<file path="config.mk">
export PLATFORM = sky130hd
export DESIGN_NAME = intersection_sequencer
export DESIGN_NICKNAME = d
export VERILOG_FILES = /design/src/rtl/traffic_pkg.sv /design/src/rtl/phase_timer.sv /design/src/rtl/intersection_sequencer.sv
export SDC_FILE = /design/constraint.sdc
export NUM_CORES = 1
export LEC_CHECK = 0
export ABC_CLOCK_PERIOD_IN_PS = 2700
export BUFFER_PORTS_ARGS = -buffer_cell sky130_fd_sc_hd__buf_2
export CAP_MARGIN = 20
export CORE_MARGIN = 4
export CORE_UTILIZATION = 54
export DETAILED_ROUTE_END_ITERATION = 16
export PLACE_DENSITY_LB_ADDON = 0.1
export SYNTH_ARGS = -nofsm -noshare
export SYNTH_HDL_FRONTEND = slang
export SYNTH_SLANG_ARGS = --single-unit
</file>
<file path="constraint.sdc">
create_clock -name clk -period 2.7 [get_ports clk]
set_input_delay 0.54 -clock clk [delete_from_list [all_inputs] [get_ports clk]]
set_output_delay 0.54 -clock clk [all_outputs]
set_load 0.01 [all_outputs]
</file>
<file path="src/rtl/traffic_pkg.sv">
`default_nettype none
// +----------------------------------------------------------------------+
// | traffic_pkg: phase codes, lamp encodings and lamp decode helper      |
// | Revision: 1.0                                                        |
// +----------------------------------------------------------------------+
package traffic_pkg;

    typedef enum logic [2:0] {
        PH_NS_G  = 3'd0,
        PH_NS_Y  = 3'd1,
        PH_AR_A  = 3'd2,
        PH_EW_G  = 3'd3,
        PH_EW_Y  = 3'd4,
        PH_AR_B  = 3'd5,
        PH_WALK  = 3'd6,
        PH_FLASH = 3'd7
    } phase_e;

    localparam logic [2:0] LAMP_R   = 3'b100;
    localparam logic [2:0] LAMP_G   = 3'b010;
    localparam logic [2:0] LAMP_Y   = 3'b001;
    localparam logic [2:0] LAMP_OFF = 3'b000;

    // Returns {ns, ew}; any phase without a road green/yellow shows all-red.
    function automatic logic [5:0] lamp_decode(input phase_e ph, input logic flash);
        logic [5:0] lamps;
        lamps = {LAMP_R, LAMP_R};
        case (ph)
            PH_NS_G:  lamps = {LAMP_G, LAMP_R};
            PH_NS_Y:  lamps = {LAMP_Y, LAMP_R};
            PH_EW_G:  lamps = {LAMP_R, LAMP_G};
            PH_EW_Y:  lamps = {LAMP_R, LAMP_Y};
            PH_FLASH: lamps = flash ? {LAMP_Y, LAMP_Y} : {LAMP_OFF, LAMP_OFF};
            default:  lamps = {LAMP_R, LAMP_R};
        endcase
        return lamps;
    endfunction

endpackage
`default_nettype wire

</file>
<file path="src/rtl/phase_timer.sv">
`default_nettype none
// +----------------------------------------------------------------------+
// | phase_timer: 8-bit loadable down-counter, stops at 1, expires on tick|
// | Revision: 1.0                                                        |
// +----------------------------------------------------------------------+
module phase_timer #(
    parameter logic [7:0] RST_VAL = 8'd2
) (
    input  logic       clk,
    input  logic       rstn,
    input  logic       tick,
    input  logic       ld,
    input  logic [7:0] ld_val,
    output logic [7:0] count,
    output logic       expire
);

    logic [7:0] r_count;

    // Load has priority; a zero count (flash) never decrements or expires.
    always_ff @(posedge clk) begin
        if (!rstn) begin
            r_count <= RST_VAL;
        end else if (ld) begin
            r_count <= ld_val;
        end else if (tick && (r_count > 8'd1)) begin
            r_count <= r_count - 8'd1;
        end
    end

    assign count  = r_count;
    assign expire = tick & (r_count == 8'd1);

endmodule
`default_nettype wire

</file>
<file path="src/rtl/intersection_sequencer.sv">
`default_nettype none
// +----------------------------------------------------------------------+
// | intersection_sequencer: NS/EW/pedestrian scheduler with night flash  |
// | Revision: 1.0                                                        |
// +----------------------------------------------------------------------+
module intersection_sequencer
    import traffic_pkg::*;
#(
    parameter logic [7:0] T_GREEN  = 8'd30,
    parameter logic [7:0] T_YELLOW = 8'd5,
    parameter logic [7:0] T_ALLRED = 8'd2,
    parameter logic [7:0] T_WALK   = 8'd10
) (
    input  logic       clk,
    input  logic       rstn,
    input  logic       tick,
    input  logic       ped_req,
    input  logic       night,
    output logic [2:0] light_ns,
    output logic [2:0] light_ew,
    output logic [7:0] count,
    output logic       load,
    output logic       ped_walk,
    output logic [2:0] phase
);

    phase_e     r_phase;
    phase_e     w_nxt_phase;
    logic       r_flash;
    logic       w_nxt_flash;
    logic       r_ped_pending;
    logic       r_load;
    logic [2:0] r_light_ns;
    logic [2:0] r_light_ew;
    logic       w_ld;
    logic [7:0] w_ld_val;
    logic       w_expire;
    logic [7:0] w_count;
    logic       w_enter_walk;
    logic [5:0] w_lamps;

    function automatic logic [7:0] phase_duration(input phase_e ph);
        logic [7:0] dur;
        dur = T_ALLRED;
        case (ph)
            PH_NS_G, PH_EW_G: dur = T_GREEN;
            PH_NS_Y, PH_EW_Y: dur = T_YELLOW;
            PH_WALK:          dur = T_WALK;
            PH_FLASH:         dur = 8'd0;
            default:          dur = T_ALLRED;
        endcase
        return dur;
    endfunction

    phase_timer #(
        .RST_VAL (T_ALLRED)
    ) u_timer (
        .clk    (clk),
        .rstn   (rstn),
        .tick   (tick),
        .ld     (w_ld),
        .ld_val (w_ld_val),
        .count  (w_count),
        .expire (w_expire)
    );

    always_comb begin
        w_nxt_phase = r_phase;
        w_nxt_flash = r_flash;
        w_ld        = 1'b0;
        w_ld_val    = 8'd0;
        if (r_phase == PH_FLASH) begin
            // Flash has no timer; each tick either toggles or leaves via clearance.
            if (tick) begin
                if (night) begin
                    w_nxt_flash = ~r_flash;
                end else begin
                    w_nxt_phase = PH_AR_B;
                    w_nxt_flash = 1'b0;
                    w_ld        = 1'b1;
                    w_ld_val    = T_ALLRED;
                end
            end
        end else if (w_expire) begin
            case (r_phase)
                PH_NS_G: w_nxt_phase = PH_NS_Y;
                PH_NS_Y: w_nxt_phase = PH_AR_A;
                PH_AR_A: w_nxt_phase = night ? PH_FLASH : PH_EW_G;
                PH_EW_G: w_nxt_phase = PH_EW_Y;
                PH_EW_Y: w_nxt_phase = PH_AR_B;
                PH_AR_B: w_nxt_phase = night ? PH_FLASH :
                                       (r_ped_pending ? PH_WALK : PH_NS_G);
                default: w_nxt_phase = PH_NS_G;
            endcase
            w_ld        = 1'b1;
            w_ld_val    = phase_duration(w_nxt_phase);
            w_nxt_flash = (w_nxt_phase == PH_FLASH);
        end
    end

    assign w_enter_walk = (w_nxt_phase == PH_WALK) && (r_phase != PH_WALK);
    assign w_lamps      = lamp_decode(w_nxt_phase, w_nxt_flash);

    always_ff @(posedge clk) begin
        if (!rstn) begin
            r_phase    <= PH_AR_B;
            r_flash    <= 1'b0;
            r_load     <= 1'b0;
            r_light_ns <= LAMP_R;
            r_light_ew <= LAMP_R;
        end else begin
            r_phase    <= w_nxt_phase;
            r_flash    <= w_nxt_flash;
            r_load     <= w_ld;
            r_light_ns <= w_lamps[5:3];
            r_light_ew <= w_lamps[2:0];
        end
    end

    // A request arriving in the same clk as WALK entry is absorbed by that WALK.
    always_ff @(posedge clk) begin
        if (!rstn) begin
            r_ped_pending <= 1'b0;
        end else if (w_enter_walk) begin
            r_ped_pending <= 1'b0;
        end else if (ped_req && (r_phase != PH_WALK) && (r_phase != PH_FLASH)) begin
            r_ped_pending <= 1'b1;
        end
    end

    assign light_ns = r_light_ns;
    assign light_ew = r_light_ew;
    assign count    = w_count;
    assign load     = r_load;
    assign ped_walk = (r_phase == PH_WALK);
    assign phase    = r_phase;

endmodule
`default_nettype wire
</file>
# Yosys cells after proc, flatten, opt, wreduce, memory -nomap -nowiden
# Cells that the tools add are included.
[classes]
addsub = 1
order_cmp = 1
n_eq_ne = 20
muxes = 27
bitwise_logic = 3
n_reduce_logical = 11
[ops]
columns = ["op", "count"]
rows = [
  ["== test 3 bit, second input constant", 10],
  ["case mux 6 bit (5 select lines)", 1],
  ["two-way mux 3 bit", 9],
  ["two-way mux 8 bit", 3],
  ["case mux 5 bit (4 select lines)", 1],
  ["case mux 3 bit (6 select lines)", 1],
  ["== test 3 x 2 -> 1 bit, second input constant", 4],
  ["== test 3 x 1 -> 1 bit, second input constant", 3],
  ["zero test 3 bit", 3],
  ["== test 8 x 1 -> 1 bit, second input constant", 1],
  ["greater-than comparator 8 x 1 -> 1 bit, second input constant", 1],
  ["two-way mux 1 bit", 8],
  ["subtractor 8 x 1 -> 8 bit, second input constant", 1],
  ["inequality test 3 bit, second input constant", 2],
  ["OR reduction 2 bit", 3],
  ["two-way mux 5 bit", 1],
  ["logical AND 1 bit", 4],
  ["two-way mux 2 bit", 2],
  ["two-way mux 4 bit", 1],
  ["NOT 1 bit", 2],
  ["nonzero test 2 bit", 1],
  ["AND 1 bit", 1],
]
[word_totals]
reg_bits = 20
input_bits = 5
out_inout_bits = 19
wordCells = 70

# Longest topological paths before layout
# Gate-level depths: netlist of the first run.
[logic_depth]
ltp_word = 11
depth_mapped = 7
ltp_nobuf = 7

# Hierarchy
# A second synthesis of the first run with hierarchy kept.
[unflattened]
hier_cells = 159
hier_area_um2 = 1233.7
[by_module_without_submodules]
columns = ["mod", "n_inst", "cells_each", "area_per_inst_um2", "seq_area_each_um2"]
rows = [
  ["intersection_sequencer", 1, 91, 696.9, 240.2],
  ["phase_timer", 1, 68, 536.8, 160.2],
]

# Worst setup path after synthesis of the first run
# OpenSTA, ideal clock, no wires.
[synth_path]
path_kind = "reg-to-reg"
startpoint = "reg u_timer.r_count[0], in the netlist u_timer.count[0]"
endpoint = "reg r_ped_pending"
setup_time_ps = 123
t_arrival_ps = 1872
required_time_ps = 2577
slack_ps = 705
stages_incl_launch_ff = 7
path_buffers = 0
period_less_slack_ps = 1995
cell_sequence = "dfxtp_1 ha_1 nor4b_2 nand4_1 mux2_2 nor4_1 nor3_1"
[synth_between]
elab_chain_cells = 7
[synth_rtl]
columns = ["element", "line_no", "source"]
rows = [
  ["start: declaration", "phase_timer.sv:18", "logic [7:0] r_count;"],
  ["start signal: assignment", "phase_timer.sv:25", "r_count <= ld_val;"],
  ["start signal: assignment", "phase_timer.sv:27", "r_count <= r_count - 8'd1;"],
  ["== test 8 x 1 -> 1 bit", "phase_timer.sv:32", "assign expire = tick & (r_count == 8'd1);"],
  ["AND 1 bit", "phase_timer.sv:32", ""],
  ["two-way mux 3 bit", "intersection_sequencer.sv:84", "end else if (w_expire) begin"],
  ["two-way mux 3 bit", "intersection_sequencer.sv:72", "if (r_phase == PH_FLASH) begin"],
  ["== test 3 bit", "intersection_sequencer.sv:101", "assign w_enter_walk = (w_nxt_phase == PH_WALK) && (r_phase != PH_WALK);"],
  ["logical AND 1 bit", "intersection_sequencer.sv:101", ""],
  ["OR reduction 2 bit (no source line)", "-", ""],
  ["end signal: assignment", "intersection_sequencer.sv:123", "r_ped_pending <= 1'b0;"],
  ["end signal: assignment", "intersection_sequencer.sv:125", "r_ped_pending <= 1'b0;"],
  ["end signal: assignment", "intersection_sequencer.sv:127", "r_ped_pending <= 1'b1;"],
  ["end: declaration", "intersection_sequencer.sv:31", "logic r_ped_pending;"],
]
# No other way between the ends.
# A chain may end at the register's enable or synchronous reset.

# Worst setup path after layout of the first run
[layout_path]
startpoint = "reg u_timer.r_count[0], in the netlist u_timer.count[0]"
endpoint = "reg r_light_ns[0], in the netlist light_ns[0]"
[layout_between]
elab_chain_cells = 6
word_cells_on_any_way = 13
classes_between = "eq/ne: 5; mux: 6; bitwise: 1; reduce/logical: 1"
[layout_rtl]
columns = ["element", "line_no", "source"]
rows = [
  ["== test 8 x 1 -> 1 bit (*)", "phase_timer.sv:32", ""],
  ["AND 1 bit (*)", "phase_timer.sv:32", ""],
  ["two-way mux 3 bit or two-way mux 1 bit (tied branches)", "intersection_sequencer.sv:84", ""],
  ["two-way mux 3 bit or two-way mux 1 bit (tied branches)", "intersection_sequencer.sv:72", ""],
  ["== test 3 bit, or another cell as far along", "traffic_pkg.sv:28", "case (ph)"],
  ["case mux 6 bit (5 select lines) (*)", "traffic_pkg.sv:28", ""],
  ["end signal: assignment", "intersection_sequencer.sv:115", "r_light_ns <= w_lamps[5:3];"],
  ["end: declaration", "intersection_sequencer.sv:33", "logic [2:0] r_light_ns;"],
]
# Every way passes the cells marked *; elsewhere a longest branch is shown, timed or not.

==> results by group, run 1 <==
Global route
  – Vias in the first global route: 1010
  – Global-route wire length before repair: between 4000 and 5000 µm
  – Total global routing overflow: 0
  – Largest net degree at the start of global routing: 19
  – GRT Overall Usage: ~18%
  – Initial antenna violation count: 0

Clocking
  – Num CTS Buffers: 3
  – CTS clk-pin slew, worst paths: 110 ps
  – Setup bufs post-CTS: 0
  – Clock sink count: 20
  – CTS tree: yes
  – Clock latency on the worst-skew pair: roughly 300 ps
  – Clock H-tree levels: 1
  – Post-CTS Hold Buffers: 0
  – Max Root-Sink Buffers: 2
  – Post-CTS Resized: 0
  – Clock root cell: clkbuf_4

Worst setup path
  – Worst EP arrival: 2600 ps
  – Crit. End Element: flip-flop
  – Cell family with most CP delay: simple AND/OR/NAND/NOR gates
  – Slowest Stage Delay on Critical Path: 430 ps
  – Req. time, crit path: 2930 ps
  – Worst Path Buf+Inv: 0
  – Reg-to-Reg Start: u_timer.count[0]$_SDFFE_PN0P_
  – Crit path cell chain: ha_1, nor4b_2, nand4_1, mux2i_1, o211ai_1, a211oi_1
  – CP Class: reg2reg
  – Setup crit start kind: flip-flop
  – Crit path from: u_timer.count[0]$_SDFFE_PN0P_
  – Slowest cell on crit path: dfxtp_1
  – Max Fanout on Critical Path: 7

Layout
  – Area grow syn2layout: 9.89%
  – Area of the multi-input gates: 748 µm²
  – Layout cell share with drive strength beyond 1: 20.1%
  – Storage element area: 400 µm²
  – Filler Cell Count: 189
  – Fin util: about two thirds
  – Final std cell area, no fill: about 1300 µm²
  – Nets: ~170
  – N_diodes: 0

Run
  – Maxcap violations: 0

Die
  – Num ports: 24
  – Die area: 3070 µm²
  – Die Wd: between 50 and 60 µm
  – Placeable Area: roughly 2000 µm²
  – Row cnt: 16
  – Initial Utilization: 59.5%
  – Chip Height: 55.4 µm

Route
  – Drt first pass iters: 4
  – DR vias/cell: ~5.9
  – Vias: between 1000 and 1500
  – Avg WL per Cell: 14.7 µm
  – DRT Wirelength: approximately 2800 µm
  – ANT nets after route: 0
  – DR iter-0 viols: 28
  – DRC errors left: 0

Placed design
  – Port bufs: 23
  – Place WS: 414 ps
  – GP Congestion: 0.881
  – Dpl hpwl: 2050 µm
  – Post-placement cell area: around 1300 µm²

Timing
  – Period Utilization, post-route: slightly below 90%
  – Slew margin rel.: 59.5%
  – Final TNS setup: 0 ps
  – Max Slew Vio Count: 0
  – Final hold violation count: 0
  – Final setup vio count: 0
  – RSZ-0062 raised after global routing: false
  – Max frequency: 420 MHz
  – Period minus WS final: approximately 2400 ps
  – Slew at the pin closest to its max-slew limit: 599 ps
  – Setup Skew: 2.19 ps
  – Fin worst setup slack: 322 ps

Yosys
  – Top FF cell, synth: dfxtp_1
  – Syn_area_per_cell: around 8.4 µm²
  – Seq cells post-synth: 20
  – Synth warnings: 0
  – Cell Area, Synth: 1210 µm²
  – Cells after synthesis: 145
  – Post-synth EDFFs: 0
  – Synth area leaders: dfxtp_1, nor2_1, nor3_1
  – Cell variety after synth: 46
  – Sequential cell area fraction in the yosys report: 33.0%
  – Syn_nets: ~150
  – Asr flop ratio synth: 0%
  – Yosys top cell area share: 33.0%
  – Synth area leader: dfxtp_1

Power
  – Maximum VDD drop: around 350 µV
  – Leakage: 0.000541 µW
  – PwrDens: 546 nW/µm²

Worst hold path
  – Min-delay src: rstn
  – Worst Hold Class: in2reg

Run status
  – Status: complete, no violations
==> cells by family (layout without fill, tap and decap cells) <==
logic type | count (synthesis) | after routing | synth area share (%)
multiplexers | 4 | 4 | 3.50
flip-flops | 20 | 20 | 33.0
adder cells (fa/ha/maj) | 2 | 2 | 2.06
buffers and inverters | 11 | 30 | 5.46
AND/OR/NAND/NOR | 64 | 64 | 29.5
AO/OA/AOI/OAI | 40 | 40 | 23.7
XOR/XNOR | 4 | 4 | 2.88
==> synthesized netlist by cell type, types with 3 or more instances <==
| cell type | number |
|---|---|
| o21ai_0 | 6 |
| clkbuf_1 | 4 |
| nand3_1 | 4 |
| nand2_1 | 8 |
| nor2b_1 | 3 |
| nor3_1 | 9 |
| nor3b_1 | 4 |
| nor2_1 | 16 |
| xnor2_1 | 3 |
| a31oi_1 | 4 |
| a21oi_1 | 7 |
| inv_1 | 4 |
| o21a_1 | 4 |
| dfxtp_1 | 20 |
| nand2b_1 | 4 |
| o221a_1 | 4 |
==> worst paths after layout <==
check	end	slack [ps]	cells past startpoint
max reg2reg	light_ns[0]$_SDFF_PN0_	320	6
max	light_ns[0]$_SDFF_PN0_	320	6
min reg2reg	r_ped_pending$_SDFFE_PP0P_	580	2
min	phase[0]$_SDFF_PN1_	500	2
==> power by group <==
group / switching, µW / internal [µW] / leakage (µW)
Combinational: 125 / 98.3 / 0.000364
Sequential: 37.8 / 321 / 0.000163
Clock: 95.0 / 52.1 / 0.0000138
Total: 258 / 471 / 0.000541
==> state kept, by name, summed over array words and instances, names as in the netlist <==
name / flops
r_flash: 1
light_ew: 3
light_ns: 3
load: 1
r_ped_pending: 1
phase: 3
u_timer.count: 8
==> final cells by class <==
cell class / count / share of cell area (%)
Tap cell: 27 / 2.53
Timing Repair Buffer: 23 / 8.62
Multi-Input combinational cell: 114 / 56.0
Inverter: 4 / 1.12
Clock buffer: 3 / 1.69
Sequential cell: 20 / 30.0
==> worst reg2reg max path: cells and delay by family, from the launching register on <==
kind	cells	cell delay (ps)
multiplexers	1	430
AND/OR/NAND/NOR	2	770
flip-flops	1	430
AO/OA/AOI/OAI	2	440
adder cells (fa/ha/maj)	1	230
==> per-stage QoR <==
stage / cells / hold WS, ps / power, µW
CTS: 191 / 500 / 728
global route: 191 / 508 / 773
finish: 191 / 502 / 729
floorplan: 145 / 504 / 527
detailed placement: 188 / 567 / 585
global placement: 188 / 533 / 580
==> metal layers <==
metal / GRT usage [%] / wire length [µm] / vias up
met4: 5.90 / 38 / 0
met2: 28.9 / 1320 / 32
met3: 3.50 / 142 / 4
li1: - / - / 577
met1: 25.5 / 1310 / 513
met5: 0 / 0 / -
==> layout by cell type (no fill, tap or decap), drive strengths merged, types with 4 or more instances in the layout <==
master / synthesis / layout
nand2b: 4 / 4
buf: 0 / 23
o21ai: 7 / 7
nand2: 8 / 8
o21a: 4 / 4
inv: 4 / 4
a31oi: 4 / 4
o221a: 4 / 4
nor3: 9 / 9
nand3: 4 / 4
nor3b: 4 / 4
a21oi: 7 / 7
dfxtp: 20 / 20
nor2: 16 / 16
(Power assumes the default switching activity.)
==> run 2: changes to the inputs <==
BUFFER_PORTS_ARGS = default   (was -buffer_cell sky130_fd_sc_hd__buf_2)
CORE_UTILIZATION = 61   (was 54)
DONT_BUFFER_PORTS = 1   (was default)
==> run 2 against run 1 <==
- clock power is 18% higher
- first-iteration DRC count is 32% higher
- fmax is 1.7% lower
- critical path type unchanged
- critical endpoint is now light_ew[0]$_SDFF_PN0_
- largest cell class unchanged
- largest power group unchanged
- highest routed layer unchanged
==> results by group, run 2 (synthesis gave the netlist of run 1 again) <==
Placed design
  – Place WS: approximately 380 ps
  – GP Congestion: 0.878
  – Dpl hpwl: around 2000 µm
  – Port bufs: 0

Power
  – PwrDens: 586 nW/µm²
  – Maximum VDD drop: between 400 and 500 µV
  – Leakage: 0.000453 µW

Die
  – Die area: 2770 µm²
  – Num ports: 24
  – Chip Height: 52.6 µm
  – Die Wd: 52.6 µm
  – Initial Utilization: 67.4%
  – Row cnt: 15
  – Placeable Area: 1800 µm²

Worst hold path
  – Worst Hold Class: in2reg

Clocking
  – Clock sink count: 20
  – Clock latency on the worst-skew pair: around 300 ps
  – CTS clk-pin slew, worst paths: ~120 ps
  – CTS tree: yes
  – Max Root-Sink Buffers: 2
  – Clock H-tree levels: 1
  – Setup bufs post-CTS: 0
  – Post-CTS Hold Buffers: 0
  – Num CTS Buffers: 3
  – Post-CTS Resized: 0
  – Clock root cell: clkbuf_4

Timing
  – Slew margin rel.: between 60% and 70%
  – Final hold violation count: 0
  – Fin worst setup slack: 280 ps
  – Period Utilization, post-route: 89.6%
  – Slew at the pin closest to its max-slew limit: 570 ps
  – Max Slew Vio Count: 0
  – Final setup vio count: 0
  – RSZ-0062 raised after global routing: false
  – Setup Skew: 6.18 ps
  – Final TNS setup: 0 ps
  – Period minus WS final: 2420 ps
  – Max frequency: 413 MHz

Layout
  – Fin util: 69.2%
  – Most frequent cells in the layout: dfxtp_1, nor2_1, nor3_1
  – Filler Cell Count: 162
  – Largest register FFs: 8
  – Storage element area: 400 µm²
  – N_diodes: 0
  – Layout cell share with drive strength beyond 1: 9.03%
  – Nets: 152
  – Area grow syn2layout: 2.58%
  – Area of the multi-input gates: 748 µm²
  – Most common cell after layout, fill and taps aside: dfxtp_1

Global route
  – GRT Overall Usage: 21.4%
  – Total global routing overflow: 0
  – Initial antenna violation count: 0
  – Largest net degree at the start of global routing: 18
  – Global-route wire length before repair: 4520 µm
  – Vias in the first global route: 1048

Route
  – DR vias/cell: 6.52
  – DR iter-0 viols: 37
  – DRC errors left: 0
  – DRT Wirelength: 2710 µm
  – Vias: 1102
  – Drt first pass iters: 4
  – Avg WL per Cell: 16.0 µm
  – ANT nets after route: 0

Worst setup path
  – Max Fanout on Critical Path: 7
  – CP Class: reg2reg
  – Crit. End Element: flip-flop
  – Req. time, crit path: 2910 ps
  – Worst EP arrival: 2630 ps
  – Setup crit start kind: flip-flop

Run
  – Maxcap violations: 0

Run status
  – Status: complete, no violations
[run 2: cell count changes in the layout (fill, tap and decap cells not counted)]
cell / change
buf_2: -23
buf_4: +2
clkbuf_8: +1
[run 2: cell type report]
type / instances / share of cell area, %
multi-input cells: 114 / 60.0
flip-flops and latches: 20 / 32.1
clock buffers: 4 / 2.91
well taps: 25 / 2.51
repair buffers: 2 / 1.20
inverters: 4 / 1.20
[run 2: final timing paths]
path / startpoint / to / slack, ps / cells after the start
setup / recovery: u_timer.count[0]$_SDFFE_PN0P_ / light_ew[0]$_SDFF_PN0_ / 280 / 6
hold / removal: rstn / phase[0]$_SDFF_PN1_ / 300 / 1
setup reg to reg: u_timer.count[0]$_SDFFE_PN0P_ / light_ew[0]$_SDFF_PN0_ / 280 / 6
hold reg to reg: r_ped_pending$_SDFFE_PP0P_ / r_ped_pending$_SDFFE_PP0P_ / 560 / 2
[run 2: power breakdown]
group / internal [µW] / switching [µW] / leakage, µW
sequential: 321 / 47.5 / 0.000163
clock: 82.1 / 90.8 / 0.0000210
combinational: 84.7 / 104 / 0.000269
[run 2: critical path: stages, from the launching register on]
cell	delay [ps]
dfxtp_1	500
ha_1	250
nor4b_2	360
nand4_1	380
o22ai_1	420
o211ai_1	160
a211oi_1	260
[run 2: per-stage QoR]
step / power, µW / instance area, µm² / std cells / hold slack, ps
final: 730 / 1250 / 169 / 302
after global routing: 778 / 1250 / 169 / 293
after CTS: 734 / 1250 / 169 / 292
after detailed placement: 562 / 1210 / 165 / 544
after global placement: 554 / 1210 / 165 / 534
after floorplan: 527 / 1210 / 145 / 504
[run 2: metal layers]
| metal | track usage [%] | wire length [µm] | vias up |
|---|---|---|---|
| met1 | 27.4 | 1210 | 506 |
| met5 | 0 | 0 | - |
| met4 | 8.09 | 42 | 0 |
| met3 | 5.70 | 215 | 8 |
| li1 | - | - | 539 |
| met2 | 33.9 | 1240 | 49 |
